**config.mk**
```make
export PLATFORM = sky130hd
export DESIGN_NAME = seq_detector_param_flat
export DESIGN_NICKNAME = d
export VERILOG_FILES = /design/src/rtl/seqdet_pkg.sv /design/src/rtl/seq_detector_param_if.sv /design/src/rtl/seqdet_match_counter.sv /design/src/rtl/seq_detector_param.sv /design/src/flat_wrapper.sv
export SDC_FILE = /design/constraint.sdc
export NUM_CORES = 1
export LEC_CHECK = 0
export ABC_AREA = 0
export BUFFER_PORTS_ARGS = -buffer_cell sky130_fd_sc_hd__buf_2
export CORE_AREA = 2 2 39 41
export DETAILED_ROUTE_END_ITERATION = 16
export DIE_AREA = 0 0 41 43
export PLACE_DENSITY = 0.36
export SYNTH_ARGS = -nofsm -noshare
export SYNTH_HDL_FRONTEND = slang
export SYNTH_SLANG_ARGS = --single-unit
```
**constraint.sdc**
```tcl
create_clock -name clk -period 1.58 [get_ports clk]
set_input_delay 0.237 -clock clk [delete_from_list [all_inputs] [get_ports clk]]
set_output_delay 0.237 -clock clk [all_outputs]
set_load 0.005 [all_outputs]
```
**src/rtl/seqdet_pkg.sv**
```systemverilog
// Shared types and elaboration-time KMP next-state helpers for seq_detector_param.
// Config macro: SEQDET_MATCH_COUNT_EN (enables the match counter).
package seqdet_pkg;

    localparam int SEQDET_MAX_LEN = 16;
    localparam int STATE_W        = $clog2(SEQDET_MAX_LEN + 1);

    typedef logic [STATE_W-1:0] state_t;

    // Pattern bit j in arrival order (j = 0 is the first bit received).
    function automatic logic pat_bit(input logic [SEQDET_MAX_LEN-1:0] pattern,
                                     input int len, input int j);
        logic [SEQDET_MAX_LEN-1:0] sh;
        sh = pattern >> (len - 1 - j);
        return sh[0];
    endfunction

    // Longest proper border of the full pattern.
    function automatic int seqdet_border(input logic [SEQDET_MAX_LEN-1:0] pattern,
                                         input int len);
        int best;
        bit ok;
        best = 0;
        for (int k = 1; k < len; k++) begin
            ok = 1'b1;
            for (int m = 0; m < k; m++) begin
                if (pat_bit(pattern, len, len - k + m) != pat_bit(pattern, len, m)) ok = 1'b0;
            end
            if (ok) best = k;
        end
        return best;
    endfunction

    function automatic state_t seqdet_next(input logic [SEQDET_MAX_LEN-1:0] pattern,
                                           input int len, input bit overlap,
                                           input state_t state, input logic b);
        int  cur;
        int  best;
        int  p;
        bit  ok;
        logic wb;
        if (int'(state) > len) return '0;
        cur = int'(state);
        if (cur == len) cur = overlap ? seqdet_border(pattern, len) : 0;
        // Window is the matched prefix of length cur followed by b.
        best = 0;
        for (int k = 1; k <= cur + 1; k++) begin
            ok = 1'b1;
            for (int m = 0; m < k; m++) begin
                p  = cur + 1 - k + m;
                wb = (p < cur) ? pat_bit(pattern, len, p) : b;
                if (wb != pat_bit(pattern, len, m)) ok = 1'b0;
            end
            if (ok) best = k;
        end
        return state_t'(best);
    endfunction

endpackage

```
**src/rtl/seq_detector_param_if.sv**
```systemverilog
// Serial-input bundle for seq_detector_param; counter signals exist only with SEQDET_MATCH_COUNT_EN.
// Handshake: in is consumed on a rising clk edge only while in_valid is high; no backpressure.
interface seq_detector_param_if
    import seqdet_pkg::*;
#(
    parameter int CNT_W = 8
);
    logic   in;
    logic   in_valid;
    logic   q;
    state_t state;
`ifdef SEQDET_MATCH_COUNT_EN
    logic             match_clr;
    logic [CNT_W-1:0] match_count;

    modport master (output in, in_valid, match_clr, input q, state, match_count);
    modport slave  (input in, in_valid, match_clr, output q, state, match_count);
`else
    modport master (output in, in_valid, input q, state);
    modport slave  (input in, in_valid, output q, state);
`endif
endinterface

```
**src/rtl/seqdet_match_counter.sv**
```systemverilog
// Saturating match counter; synchronous clear wins over a simultaneous increment.
module seqdet_match_counter #(
    parameter int CNT_W = 8
) (
    input  logic             clk,
    input  logic             reset,
    input  logic             clr_i,
    input  logic             inc_i,
    output logic [CNT_W-1:0] count_o
);
    logic [CNT_W-1:0] count_q, count_d;

    always_comb begin
        count_d = count_q;
        if (clr_i)                       count_d = '0;
        else if (inc_i && count_q != '1) count_d = count_q + CNT_W'(1);
    end

    always_ff @(posedge clk or posedge reset) begin
        if (reset) count_q <= '0;
        else       count_q <= count_d;
    end

    assign count_o = count_q;
endmodule

```
**src/rtl/seq_detector_param.sv**
```systemverilog
// Parametrised Moore serial-pattern detector with elaboration-time KMP next-state table.
// Config macro: SEQDET_MATCH_COUNT_EN adds match_clr/match_count and the saturating counter.
module seq_detector_param
    import seqdet_pkg::*;
#(
    parameter int                   PATTERN_LEN = 4,
    parameter logic [PATTERN_LEN-1:0] PATTERN   = 4'b1010,
    parameter bit                   OVERLAP     = 1'b1,
    parameter int                   CNT_W       = 8
) (
    input logic                  clk,
    input logic                  reset,
    seq_detector_param_if.slave  bus
);
    localparam logic [SEQDET_MAX_LEN-1:0] PAT_EXT = SEQDET_MAX_LEN'(PATTERN);
    localparam state_t ACCEPT   = state_t'(PATTERN_LEN);
    localparam int     N_STATES = 1 << STATE_W;

    // Indexed by {state, bit}; unreachable state codes fall back to S0.
    state_t nxt_tbl [2*N_STATES];
    state_t state_q, state_d;

    for (genvar s = 0; s < N_STATES; s++) begin : g_state
        for (genvar b = 0; b < 2; b++) begin : g_bit
            localparam state_t NXT = seqdet_next(PAT_EXT, PATTERN_LEN, OVERLAP,
                                                 state_t'(s), 1'(b));
            assign nxt_tbl[2*s+b] = NXT;
        end
    end

    always_comb begin
        state_d = state_q;
        if (bus.in_valid) state_d = nxt_tbl[{state_q, bus.in}];
    end

    always_ff @(posedge clk or posedge reset) begin
        if (reset) state_q <= '0;
        else       state_q <= state_d;
    end

    assign bus.q     = (state_q == ACCEPT);
    assign bus.state = state_q;

`ifdef SEQDET_MATCH_COUNT_EN
    seqdet_match_counter #(.CNT_W(CNT_W)) u_counter (
        .clk     (clk),
        .reset   (reset),
        .clr_i   (bus.match_clr),
        .inc_i   (bus.in_valid && (state_d == ACCEPT)),
        .count_o (bus.match_count)
    );
`endif
endmodule

```
**src/flat_wrapper.sv**
```systemverilog
// flat-port wrapper written by rule: the top's interface ports become plain ports
module seq_detector_param_flat import seqdet_pkg::*;
#(
    parameter int                   PATTERN_LEN = 4,
    parameter logic [PATTERN_LEN-1:0] PATTERN   = 4'b1010,
    parameter bit                   OVERLAP     = 1'b1,
    parameter int                   CNT_W       = 8
)
  (clk, reset, bus_in, bus_in_valid, bus_q, bus_state);
  seq_detector_param_if #(.CNT_W(CNT_W)) bus_i ();
  input logic clk;
  input logic reset;
  input wire logic [$bits(bus_i.in)-1:0] bus_in;
  input wire logic [$bits(bus_i.in_valid)-1:0] bus_in_valid;
  output wire logic [$bits(bus_i.q)-1:0] bus_q;
  output wire logic [$bits(bus_i.state)-1:0] bus_state;
  assign bus_i.in = bus_in;
  assign bus_i.in_valid = bus_in_valid;
  assign bus_q = bus_i.q;
  assign bus_state = bus_i.state;
  seq_detector_param #(.PATTERN_LEN(PATTERN_LEN), .PATTERN(PATTERN), .OVERLAP(OVERLAP), .CNT_W(CNT_W)) u_core (.clk(clk), .reset(reset), .bus(bus_i));
endmodule
```
Word level (Yosys, flattened, before mapping):

Memory sizes are Yosys's and may differ from the RTL's. A register that Yosys moved wholly into a read port is not among the register bits.
Index checks and enable logic that the tools add are counted.

* add/sub/neg operators: 0
* multipliers: 0
* div/mod/pow operators: 0
* $lt $le $gt $ge: 0
* equal/unequal tests: 1
* shift-type cells: 0
* mux-type cells: 0
* bitwise operators: 1
* reduce and logical (&&, ||, !) cells: 0

Operator list (count)
* inverter 6 -> 7 bit: 1
* equality test 5 x 3 -> 1 bit (second input constant): 1

* register bits after elaboration: 0
* latch bits: 0
* memory bits (writable): 0
* ROM bits: 320
* logic and storage cells: 3
* memories: 1

Memories
* (no name shown): depth 64, bits a word 5, rd ports 1, clocked after memory_dff 1, write ports 0, line seq_detector_param.sv:33 `if (bus.in_valid) state_d = nxt_tbl[{state_q, bus.in}];`

Depth between registers and ports, before layout:

Gate-level depths: netlist of run 1.

* depth after elaboration: 1
* mapped depth: 3

Worst setup path after synthesis of run 1:

Ideal clock, no wire load.

* path type: reg-to-reg
* start point: register u_core.state_q[0] (netlist: u_core.bus.state[0])
* end point: register u_core.state_q[1] (netlist: u_core.bus.state[1])
* data arrival time: 807 ps
* data required time: 1450 ps
* setup slack: 643 ps
* cell stages (with the launch flop): 4
* path buffers: 0
* clock period less this slack: 937 ps
* cell sequence: dfrtp_1 and3b_1 a21oi_1 o31ai_2

* word-level cells in the longest chain between the ends: 1

Ends and longest elaborated chain
* start, declared: line seq_detector_param.sv:21 `state_t state_q, state_d;`
* inverter 6 -> 7 bit (implied by the code): line seq_detector_param.sv:33

Every way passes these cells.

Final worst setup path of run 1:

* start point: register u_core.state_q[0] (netlist: u_core.bus.state[0])
* end point: output port bus_q

* word-level cells in the longest chain between the ends: 1

Ends and longest elaborated chain
* equality test 5 x 3 -> 1 bit: line seq_detector_param.sv:41 `assign bus.q = (state_q == ACCEPT);`
* end, declared: line flat_wrapper.sv:15 `output wire logic [$bits(bus_i.q)-1:0] bus_q;`

Every way passes these cells.

==> impl_metrics.sql, run 1 <==
INSERT INTO impl_metrics (metric_group, metric, value, unit) VALUES
('run_status', 'result_of_the_run', 'completed', ''),
('final_layout', 'fin_nets', '38', ''),
('final_layout', 'drive_gt1_share', '33.3', '%'),
('place', 'placement.io_buffers', '7', ''),
('sta', 'worst_clock_skew', '0.00405', 'ns'),
('grt', 'initial_antenna_violation_count', '0', ''),
('power', 'vdd_drop_max', '0.196', 'mV'),
('worst_setup_path', 'critical_path_peak_fanout', '8', ''),
('clocking', 'reg_clk_slew_reported_paths', '0.04', 'ns'),
('final_layout', 'postLayoutCellArea', '263', 'µm²'),
('sta', 'final-setup-viol-count', '0', ''),
('worst_setup_path', 'worst_ep_arrival_time', '1.01', 'ns'),
('sta', 'final_period_minus_worst_setup_slack', '1.24', 'ns'),
('worst_setup_path', 'setup_cp_type', 'reg2out', ''),
('routing', 'vias_per_cell', '3.78', ''),
('grt', 'grt_max_degree', '9', ''),
('clocking', 'cts_repair_resize_count', '0', ''),
('power', 'clkPwrFrac', '49.5', '%'),
('synth', 'synth_area', '183', 'µm²'),
('worst_setup_path', 'launching_point_of_the_worst_reg2reg_path', 'u_core.bus.state[0]$_DFFE_PP0P_', ''),
('routing', 'drt_iter0_drc', '2', ''),
('worst_setup_path', 'cp_data_required_time', '1.34', 'ns'),
('routing', 'post-route-drc-count', '0', ''),
('grt', 'use_met2', '7.50', '%'),
('floorplanning', 'floorplan_die_area', '1760', 'µm²'),
('power', 'power_frac_comb', '13.5', '%'),
('place', 'placed_cell_area', '226', 'µm²'),
('sta', 'finalCritPeriodShare', '78.8', '%'),
('clocking', 'numCtsBuffers', '3', ''),
('clocking', 'clk_path_buf_depth', '2', ''),
('routing', 'route.vias.total', '185', ''),
('worst_setup_path', 'reg2reg_depth', '3', ''),
('clocking', 'cts.repair_timing.setup_buffer_count', '0', ''),
('clocking', 'clock_tree.htree_level_count', '1', ''),
('clocking', 'ctsHoldBuffers', '1', ''),
('worst_setup_path', 'worst_setup_path_startpoint', 'u_core.bus.state[0]$_DFFE_PP0P_', ''),
('clocking', 'clock_tree_from_tritoncts', 'yes', ''),
('routing', 'routedWlPerCell', '9.31', 'µm'),
('sta', 'achievable-frequency', '0.803', 'GHz'),
('power', 'power.internal', '0.198', 'mW'),
('clocking', 'cts_sinks', '3', ''),
('grt', 'first_pass_grt_wire_length', '690', 'µm'),
('run', 'drv_cap', '0', ''),
('power', 'p_sw', '0.0708', 'mW'),
('worst_setup_path', 'worst_setup_path_start_kind', 'flip-flop', ''),
('sta', 'timing.final.max_slew_violations', '0', ''),
('final_layout', 'layout_commonest_cell', 'buf_2', ''),
('power', 'power.share.sequential', '37.0', '%'),
('final_layout', 'syn_to_final_growth', '43.8', '%'),
('worst_setup_path', 'worst-r2r-setup-slack', '0.56', 'ns'),
('power', 'power_density', '1020', 'nW/µm²'),
('worst_setup_path', 'reg2reg_to', 'u_core.bus.state[1]$_DFFE_PP0P_', ''),
('power', 'static-leakage-power', '0.136', 'nW'),
('final_layout', 'diodes', '0', ''),
('grt', 'globalRoute.busiestLayer', 'met4', ''),
('sta', 'number_of_hold_violations_in_the_final_report', '0', ''),
('final_layout', 'commonest_cells_after_routing_fill_and_taps_aside', '7 x buf_2, 4 x inv_1, 4 x o21ai_0, 3 x clkbuf_4, 3 x dfrtp_1', ''),
('clocking', 'clock_root_cell', 'clkbuf_4', ''),
('final_layout', 'utilization', '19.0', '%'),
('floorplanning', 'floorplan.core_area', '1380', 'µm²'),
('sta', 'grt_setup_unrepaired', 'false', ''),
('worst_setup_path', 'critPathCapture', 'bus_q', ''),
('synth', 'yosysWarningCount', '0', ''),
('place', 'gp_routability_congestion', '0.596', ''),
('sta', 'fin_tns_setup', '0', 'ns'),
('routing', 'drt_pass1_iterations', '4', ''),
('synth', 'post_synth_num_cell_types', '13', ''),
('grt', 'grt.met1_usage', '7.40', '%'),
('synth', 'ys_ff_latch', '3', ''),
('routing', 'wl', '456', 'µm'),
('routing', 'antenna_violating_nets_post_route', '0', '');
[worst min path at each step]
stage                 start                               to  slack (ns)  cells after the start
5_1_grt        bus_in_valid  u_core.bus.state[2]$_DFFE_PP0P_        0.26                      2
3_5_place_dp          reset  u_core.bus.state[0]$_DFFE_PP0P_        0.11                      2
4_1_cts        bus_in_valid  u_core.bus.state[2]$_DFFE_PP0P_        0.25                      2
3_3_place_gp          reset  u_core.bus.state[0]$_DFFE_PP0P_        0.10                      2
6_report       bus_in_valid  u_core.bus.state[2]$_DFFE_PP0P_        0.26                      2
2_1_floorplan         reset  u_core.bus.state[0]$_DFFE_PP0P_      -0.009                      1
[through the flow]
| stage | hold WS [ns] | setup slack [ns] | instances |
|---|---|---|---|
| detailed placement | 0.112 | 0.580 | 44 |
| finish | 0.256 | 0.335 | 49 |
| global placement | 0.103 | 0.587 | 44 |
| global route | 0.263 | 0.263 | 49 |
| CTS | 0.246 | 0.331 | 49 |
| floorplan | -0.00936 | 0.643 | 23 |
[area by class of cell]
| cell class | instances | area [µm²] |
|---|---|---|
| clock buffers | 4 | 26.3 |
| fillers | 162 | 1120 |
| inverters | 4 | 15.0 |
| multi-input cells | 14 | 81.3 |
| flip-flops and latches | 3 | 75.1 |
| well taps | 16 | 20.0 |
| repair buffers | 8 | 45.0 |
[power by group through the flow]
stage	clock network (mW)	registers, mW	logic [mW]
after CTS	0.142	0.0989	0.0367
after detailed placement	0	0.0999	0.0347
after floorplan	0	0.0973	0.0212
after global placement	0	0.0993	0.0348
after global routing	0.149	0.101	0.0424
final	0.133	0.0996	0.0363
[synth_stat cells]
cell type,count,share of area [%]
and3b_1,1,4.8
nor3_1,1,2.7
conb_1,1,2.1
nor2_1,1,2.1
dfrtp_1,3,41
buf_4,2,8.2
nand3_1,1,2.7
nor3b_1,1,4.1
inv_1,4,8.2
o21ai_0,4,11
o31ai_2,1,6.8
nand4_1,1,3.4
a21oi_1,1,2.7
[metal layers]
metal | share of wire (%) | wire length [µm]
met5 | 0 | 0
met4 | 0 | 0
met3 | 12 | 55
met2 | 44 | 202
met1 | 43 | 198
[cell families (layout without fill, tap and decap cells)]
group                  Yosys count  after routing  share of synthesized area [%]
AND/OR/NAND/NOR                  6              6                           19.9
AO/OA/AOI/OAI                    6              6                           20.5
flip-flops                       3              3                           41.1
buffers and inverters            6             16                           16.4
other                            1              2                           2.05
[worst max-delay path, stage by stage, from the launching register on]
cell and delay, ns:
dfrtp_1 0.45, nor3_1 0.19, buf_2 0.13
(Power assumes the default switching activity.)
==> run 2: changes to the inputs <==
--- a/config.mk
+++ b/config.mk
@@ -5,12 +5,12 @@
 export SDC_FILE = /design/constraint.sdc
 export NUM_CORES = 1
 export LEC_CHECK = 0
-export ABC_AREA = 0
+export ABC_AREA = 1
 export BUFFER_PORTS_ARGS = -buffer_cell sky130_fd_sc_hd__buf_2
 export CORE_AREA = 2 2 39 41
 export DETAILED_ROUTE_END_ITERATION = 16
 export DIE_AREA = 0 0 41 43
-export PLACE_DENSITY = 0.36
+export PLACE_DENSITY = 0.37
 export SYNTH_ARGS = -nofsm -noshare
 export SYNTH_HDL_FRONTEND = slang
 export SYNTH_SLANG_ARGS = --single-unit
==> constraint.sdc (replaced) <==
create_clock -name clk -period 1.2 [get_ports clk]
set_input_delay 0.18 -clock clk [delete_from_list [all_inputs] [get_ports clk]]
set_output_delay 0.18 -clock clk [all_outputs]
set_load 0.005 [all_outputs]
==> impl_metrics.sql, run 2 <==
INSERT INTO impl_metrics (metric_group, metric, value, unit) VALUES
('grt', 'grt_overflow', '0', ''),
('worst_setup_path', 'critPathMaxStageDelay', '0.44', 'ns'),
('synth', 'yosysWarningCount', '0', ''),
('floorplanning', 'floorplan.die.width', '41', 'µm'),
('sta', 'post-route-worst-setup-slack', '0.0542', 'ns'),
('clocking', 'cts_sinks', '3', ''),
('synth', 'post_synthesis_mean_instance_area', '7.15', 'µm²'),
('worst_setup_path', 'ordered_cell_list_for_the_critical_path', 'nor3_2 -> buf_2', ''),
('synth', 'largest_family_of_logic_cells_by_synthesized_area', 'simple AND/OR/NAND/NOR gates', ''),
('clocking', 'clk_path_buf_depth', '2', ''),
('grt', 'grt_max_degree', '7', ''),
('worst_setup_path', 'critical_path_peak_fanout', '6', ''),
('sta', 'fin_tns_setup', '0', 'ns'),
('synth', 'synth.area.top_cells', 'dfrtp_1 38%, inv_1 11%, nand2_1 9.4%, buf_4 7.5%, nand3_1 5.0%', ''),
('sta', 'final-setup-viol-count', '0', ''),
('synth', 'synth_adder_area_share', '0', '%'),
('synth', 'async_set_or_reset_register_ratio_after_synthesis', '100', '%'),
('place', 'dp_hpwl', '338', 'µm'),
('worst_setup_path', 'worst_setup_path_start_kind', 'flip-flop', ''),
('sta', 'timing.final.max_slew_violations', '0', ''),
('synth', 'ys_ff_latch', '3', ''),
('power', 'static-leakage-power', '0.155', 'nW'),
('floorplanning', 'boundaryPins', '10', ''),
('sta', 'grt_setup_unrepaired', 'false', ''),
('synth', 'yosys-mux-area-fraction', '0', '%'),
('clocking', 'clock_tree_from_tritoncts', 'yes', ''),
('final_layout', 'commonest_cells_after_routing_fill_and_taps_aside', '7 x buf_2, 5 x nand2_1, 5 x inv_1, 3 x clkbuf_4', ''),
('place', 'detailedPlace.worstSlack', '0.232', 'ns'),
('worst_hold_path', 'hp-class', 'in2reg', ''),
('routing', 'routedWlPerCell', '7.89', 'µm'),
('worst_setup_path', 'worst_ep_arrival_time', '0.97', 'ns'),
('routing', 'post-route-drc-count', '0', ''),
('power', 'power_density', '1420', 'nW/µm²'),
('synth', 'synthSimpleGateAreaFrac', '28.7', '%'),
('final_layout', 'drive_gt1_share', '41.0', '%'),
('routing', 'antenna_violating_nets_post_route', '0', ''),
('synth', 'synth_edf_count', '0', ''),
('synth', 'synth_ff_type', 'dfrtp_1', ''),
('clocking', 'worst_skew_pair.late_latency', '0.24', 'ns'),
('final_layout', 'fin_nets', '44', ''),
('synth', 'yosys.area_share.xor_xnor', '0', '%'),
('synth', 'area_fraction_in_compound_gates_after_synthesis', '13.1', '%'),
('final_layout', 'largest_register_ffs', '3', ''),
('synth', 'synth_cells', '28', ''),
('routing', 'drt_pass1_iterations', '2', ''),
('sta', 'achievable-frequency', '0.873', 'GHz'),
('routing', 'route.vias.total', '191', ''),
('worst_setup_path', 'capturing_element_type_of_the_critical_path', 'primary output', ''),
('synth', 'synth-seq-area-share', '37.5', '%'),
('floorplanning', 'initial_core_util', '14.5', '%'),
('synth', 'post_synth_num_cell_types', '13', ''),
('grt', 'grt_overall_usage', '7.32', '%'),
('floorplanning', 'floorplan_die_area', '1760', 'µm²'),
('synth', 'synth_top_cell_area_share', '37.5', '%'),
('place', 'gp_routability_congestion', '0.618', ''),
('final_layout', 'diodes', '0', ''),
('run', 'drv_cap', '0', ''),
('routing', 'drt_iter0_drc', '2', ''),
('worst_setup_path', 'slowest_stage', 'dfrtp_2', ''),
('clocking', 'clock_tree.htree_level_count', '1', ''),
('final_layout', 'syn_to_final_growth', '43.1', '%'),
('sta', 'worst_clock_skew', '0.00409', 'ns'),
('sta', 'finalCritPeriodShare', '95.5', '%'),
('synth', 'synth_area', '200', 'µm²'),
('synth', 'synthTopCellsByCount', '6 x inv_1, 5 x nand2_1, 3 x dfrtp_1', ''),
('clocking', 'clock_root_cell', 'clkbuf_4', ''),
('routing', 'vias_per_cell', '3.47', ''),
('grt', 'first_pass_grt_wire_length', '759', 'µm'),
('worst_setup_path', 'setup_cp_type', 'reg2out', ''),
('final_layout', 'layout_commonest_cell', 'buf_2', ''),
('clocking', 'reg_clk_slew_reported_paths', '0.04', 'ns'),
('sta', 'number_of_hold_violations_in_the_final_report', '0', ''),
('power', 'vdd_drop_max', '0.475', 'mV'),
('worst_setup_path', 'cp_data_required_time', '1.02', 'ns'),
('synth', 'yosysMostFrequentCell', 'inv_1', ''),
('synth', 'yosysTopAreaCell', 'dfrtp_1', ''),
('grt', 'initial_antenna_violation_count', '0', ''),
('floorplanning', 'die_y', '43', 'µm'),
('place', 'placement.io_buffers', '7', ''),
('sta', 'final_period_minus_worst_setup_slack', '1.15', 'ns'),
('floorplanning', 'floorplan.core_area', '1380', 'µm²'),
('floorplanning', 'row_count', '14', ''),
('run_status', 'result_of_the_run', 'completed', ''),
('routing', 'wl', '434', 'µm'),
('grt', 'grt_pass1_vias', '191', ''),
('clocking', 'numCtsBuffers', '3', '');
[run 2: what timing repair did]
action / CTS / global route
hold endpoints to repair: 3 / 0
hold buffers: 1 / 0
setup endpoints to repair: 1 / 1
resized for setup: 2 / 1
buffers inserted: 0 / 0
[run 2: power breakdown]
part | leakage [nW] | internal [mW] | switching (mW)
combinational | 0.104 | 0.0398 | 0.0478
sequential | 0.0365 | 0.118 | 0.0221
clock | 0.0150 | 0.125 | 0.0551
total | 0.155 | 0.282 | 0.125
[run 2: logic make-up (layout without fill, tap and decap cells)]
group,count (synthesis),count (layout)
and+or+nand+nor,12,12
AOI/OAI and AO/OA,4,4
other,1,2
buffers and inverters,8,18
DFF,3,3
[run 2: final cells by class]
cell class              count  area, µm²
clock buffers               4       26.3
fillers                   168       1100
inverters                   6       22.5
multi-input cells          18       96.3
flip-flops and latches      3       76.3
well taps                  16       20.0
repair buffers              8       45.0
[run 2: per-layer routing]
| layer | up-vias | part of all wire, % | GRT usage (%) |
|---|---|---|---|
| met4 | 0 | 0 | 8.00 |
| met1 | 81 | 44 | 7.37 |
| met5 | - | 0 | 0 |
| li1 | 103 | - | - |
| met2 | 7 | 50 | 8.13 |
| met3 | 0 | 5.3 | 6.28 |
[run 2: worst paths after layout]
path,cells past startpoint,slack (ns),endpoint,start
min in group asynchronous,3,0.36,u_core.bus.state[0]$_DFFE_PP0P_,reset
hold / removal,2,0.21,u_core.bus.state[0]$_DFFE_PP0P_,bus_in_valid
max in group asynchronous,3,0.70,u_core.bus.state[1]$_DFFE_PP0P_,reset
setup / recovery,2,0.05,bus_q,u_core.bus.state[1]$_DFFE_PP0P_
setup reg to reg,5,0.28,u_core.bus.state[1]$_DFFE_PP0P_,u_core.bus.state[1]$_DFFE_PP0P_
hold reg to reg,3,0.61,u_core.bus.state[1]$_DFFE_PP0P_,u_core.bus.state[2]$_DFFE_PP0P_
[run 2: worst max-delay path: cells and delay by family, from the launching register on]
kind / cells / cell delay, ns
AND/OR/NAND/NOR: 1 / 0.17
flip-flops: 1 / 0.44
buffers and inverters: 1 / 0.13
[run 2: through the flow]
stage	area, µm²	hold WS [ns]	util (%)	total power, mW	instances
floorplan	204	-0.0664	-	0.194	29
global placement	244	0.0502	17.6	0.226	50
detailed placement	244	0.0525	17.6	0.225	50
CTS	287	0.212	20.7	0.414	55
global route	287	0.228	20.7	0.447	55
finish	287	0.213	20.7	0.407	55
